### src/rtl/flex_down_timer.sv
// rtl/flex_down_timer.sv - loadable down-counting timer with one-shot and periodic expiry
module flex_down_timer #(
    parameter int NUM_CNT_BITS = 4
) (
    input  logic                    clk,
    input  logic                    rst,
    input  logic                    start,
    input  logic [NUM_CNT_BITS-1:0] load_val,
    input  logic                    auto_reload,
    input  logic                    count_enable,
    input  logic                    abort,
    output logic [NUM_CNT_BITS-1:0] count_out,
    output logic                    busy,
    output logic                    expire_pulse,
    output logic                    done
);

    typedef enum logic [1:0] {
        IDLE = 2'd0,
        RUN  = 2'd1,
        DONE = 2'd2
    } state_t;

    localparam logic [NUM_CNT_BITS-1:0] CNT_ZERO = '0;
    localparam logic [NUM_CNT_BITS-1:0] CNT_ONE  = {{(NUM_CNT_BITS-1){1'b0}}, 1'b1};

    state_t                  state;
    logic [NUM_CNT_BITS-1:0] reload_reg;

    always_ff @(posedge clk) begin
        if (rst) begin
            state        <= IDLE;
            count_out    <= CNT_ZERO;
            reload_reg   <= CNT_ZERO;
            busy         <= 1'b0;
            expire_pulse <= 1'b0;
            done         <= 1'b0;
        end else begin
            expire_pulse <= 1'b0;
            if (abort) begin
                state     <= IDLE;
                count_out <= CNT_ZERO;
                busy      <= 1'b0;
                done      <= 1'b0;
            end else if (start) begin
                // A zero load expires immediately as a one-shot, even in periodic mode.
                if (load_val != CNT_ZERO) begin
                    state      <= RUN;
                    count_out  <= load_val;
                    reload_reg <= load_val;
                    busy       <= 1'b1;
                    done       <= 1'b0;
                end else begin
                    state        <= DONE;
                    count_out    <= CNT_ZERO;
                    expire_pulse <= 1'b1;
                    busy         <= 1'b0;
                    done         <= 1'b1;
                end
            end else begin
                case (state)
                    RUN: begin
                        if (count_enable) begin
                            if (count_out > CNT_ONE) begin
                                count_out <= count_out - CNT_ONE;
                            end else begin
                                expire_pulse <= 1'b1;
                                if (auto_reload) begin
                                    count_out <= reload_reg;
                                end else begin
                                    state     <= DONE;
                                    count_out <= CNT_ZERO;
                                    busy      <= 1'b0;
                                    done      <= 1'b1;
                                end
                            end
                        end
                    end
                    IDLE, DONE: begin
                        count_out <= CNT_ZERO;
                    end
                    default: begin
                        state     <= IDLE;
                        count_out <= CNT_ZERO;
                        busy      <= 1'b0;
                        done      <= 1'b0;
                    end
                endcase
            end
        end
    end

endmodule
### config.mk
export PLATFORM = sky130hd
export DESIGN_NAME = flex_down_timer
export DESIGN_NICKNAME = d
export VERILOG_FILES = /design/src/rtl/flex_down_timer.sv
export SDC_FILE = /design/constraint.sdc
export NUM_CORES = 1
export LEC_CHECK = 0
export BUFFER_PORTS_ARGS = -buffer_cell sky130_fd_sc_hd__buf_4
export CORE_AREA = 2 2 39 41
export CTS_CLUSTER_SIZE = 8
export DETAILED_ROUTE_END_ITERATION = 12
export DIE_AREA = 0 0 41 43
export PLACE_DENSITY = 0.77
export SYNTH_ARGS = -nofsm -noshare
export SYNTH_HDL_FRONTEND = slang
export SYNTH_SLANG_ARGS = --single-unit
### constraint.sdc
create_clock -name clk -period 5.1 [get_ports clk]
set_clock_uncertainty 0.2 [all_clocks]
set_input_delay 0.51 -clock clk [delete_from_list [all_inputs] [get_ports clk]]
set_output_delay 0.51 -clock clk [all_outputs]
set_load 0.005 [all_outputs]
==> summary.md <==
| Metric | Value |
|---|---|
| Met3 usage | `4.71%` |
| Post-synthesis register bit count | `11` |
| Synth area leader | `dfxtp_1` |
| Initial antenna violation count | `0` |
| Max-slew violations | `0` |
| Htree depth | `1` |
| CTS Root Cell | `clkbuf_4` |
| # diodes | `0` |
| Count of cell types in the netlist | `30` |
| Worst-Margin Slew | `0.498 ns` |
| Setup Buffers After CTS | `0` |
| Yosys top cell area share | `35.2%` |
| Power per standard cell area | `236 mW/mm²` |
| Core area | `0.00138 mm²` |
| Clock sink count | `11` |
| Ys async rst share | `0%` |
| Gr ovfl total | `0` |
| DRC viols | `0` |
| Routed Antenna Nets | `0` |
| Status | `complete, no violations` |
| Post-CTS Resized | `0` |
| Fraction of layout cells with a size suffix above 1 | `25.5%` |
| Max_cap viols | `0` |
| WHS | `0.225 ns` |
| Tmin final | `1.87 ns` |
| CP Capture Type | `flop` |
| Req. time, crit path | `5.06 ns` |
| HP Class | `input port to flop` |
| Met2 GRT Util | `30.3%` |
| DR pass1 iterations | `4` |
| Via count | `618` |
| Synth Area per Inst | `7.82 µm²` |
| Syn Inst Count | `80` |
| TNS Setup | `0 ns` |
| Tcrit/Tclk final | `36.6%` |
| Die Y-Extent | `43 µm` |
| Kind of critical path | `flop to flop` |
| RSZ-0062 raised after global routing | `false` |
| Startpoint Class | `flop` |
| Routed len/inst | `12.8 µm` |
| IO buf count | `16` |
| Synth top cells by count | `dfxtp_1, nand2_1, nor2_1` |
| Endpoints failing setup | `0` |
| Post-route cell area | `781 µm²` |
| Clock transition at path regs | `0.08 ns` |
| Largest net degree at the start of global routing | `11` |
| Ys flop type | `dfxtp_1` |
| YS warnings | `0` |
| Initial Util | `45.2%` |
| Total GRT Usage | `20.3%` |
| Nets@finish | `111` |
| Total power | `184 µW` |
| Fin. Hold Viols | `0` |
| GR Util met1 | `25.2%` |
| 1st-iter DRT viols | `14` |
| Post-cts hold buffer count | `0` |
| Vias in the first global route | `606` |
| Post-synth EDFFs | `0` |
| Vias/cell | `5.42` |
| Clk Latency, worst-skew pair | `0.27 ns` |
| Post-synthesis sequential area ratio | `35.2%` |
| Rel. slew slack | `66.5%` |
| Static Leak | `0.319 nW` |
| Post-DP HPWL | `1120 µm` |
| Row count | `14` |
| Area after DPL | `753 µm²` |
| Final WL | `1450 µm` |
| Synth area leaders | `dfxtp_1, nand2_1, a21oi_1` |
| Net Count, Synth | `92` |
| Die W | `41 µm` |
| Clock Tree Buf Depth | `2` |
| Fmax | `0.536 GHz` |
| GP Congestion | `0.742` |
| Core Util, Final | `56.4%` |
| Arrival time worst endpoint | `1.83 ns` |
| CTS tree | `built` |
| Busiest grt layer | `met2` |
| IO Count | `17` |
| Area Overhead vs Synth | `24.8%` |
| Syn Std Cell Area | `626 µm²` |
| VDD IR-drop max | `0.150 mV` |
| Die area | `0.00176 mm²` |
| First-pass GRT wire length | `2450 µm` |
| Num CTS Buffers | `3` |
| Worst-path maximum fanout | `6` |
## per-stage QoR
step,instances,setup slack (ns)
after global placement,110,3.29
after CTS,114,3.23
final,114,3.23
after floorplan,80,3.39
after detailed placement,110,3.25
after global routing,114,3.07
## cells by family (layout without fill, tap and decap cells)
kind of cell               count (synthesis)  after routing  share of synthesized area, %
adders and majority gates                  2              2                          4.00
and+or+nand+nor                           37             37                          30.6
buffers and inverters                      6             24                          4.40
AOI/OAI and AO/OA                         24             24                          25.8
DFF                                       11             11                          35.2
## cells in the final DEF (no fill, tap or decap), types with 2 or more instances in the layout
master	Yosys	routed
ha_1	2	2
a21oi_1	7	7
dfxtp_1	11	11
clkbuf_4	0	3
inv_1	4	4
nor3_1	2	2
and3_1	2	2
o21ai_0	7	7
nand3_1	3	3
nand2b_1	4	4
nand2_1	11	11
nor2_1	8	8
buf_4	1	16
## where the power goes
group          internal [mW]  leakage, nW  total [mW]  switching [mW]
registers             0.0890       0.0896      0.0919         0.00291
clock network         0.0290       0.0177      0.0607          0.0317
logic                 0.0150        0.211      0.0315          0.0165
## cell type report
type                            count  area, µm²
Tap cell                           16       20.0
Clock inverter                      1       5.00
Inverter                            4       15.0
Timing Repair Buffer               16        120
Multi-Input combinational cell     63        378
Clock buffer                        3       22.5
Fill cell                         136        603
Sequential cell                    11        220
## per-layer routing
metal	up-vias	share of wire [%]
li1	325	-
met1	281	48
met2	10	47
met3	2	3.2
met4	0	1.3
met5	-	0
## worst max-delay path, stage by stage, from the launching register on
cell and delay (ns):
dfxtp_1 0.41, inv_1 0.08, ha_1 0.23, nor2_1 0.19, nor3_1 0.13, and3_1 0.20, o311a_1 0.31
## worst paths after layout
path / startpoint / cells after the start / endpoint / slack, ns
hold reg to reg: reload_reg[1]$_SDFFE_PP0P_ / 2 / reload_reg[1]$_SDFFE_PP0P_ / 0.28
setup / recovery: count_out[0]$_SDFFE_PP0N_ / 6 / count_out[1]$_SDFFE_PP0N_ / 3.23
hold / removal: rst / 2 / reload_reg[2]$_SDFFE_PP0P_ / 0.22
setup reg to reg: count_out[0]$_SDFFE_PP0N_ / 6 / count_out[1]$_SDFFE_PP0N_ / 3.23
No activity file was read; power rests on OpenSTA's default activity.
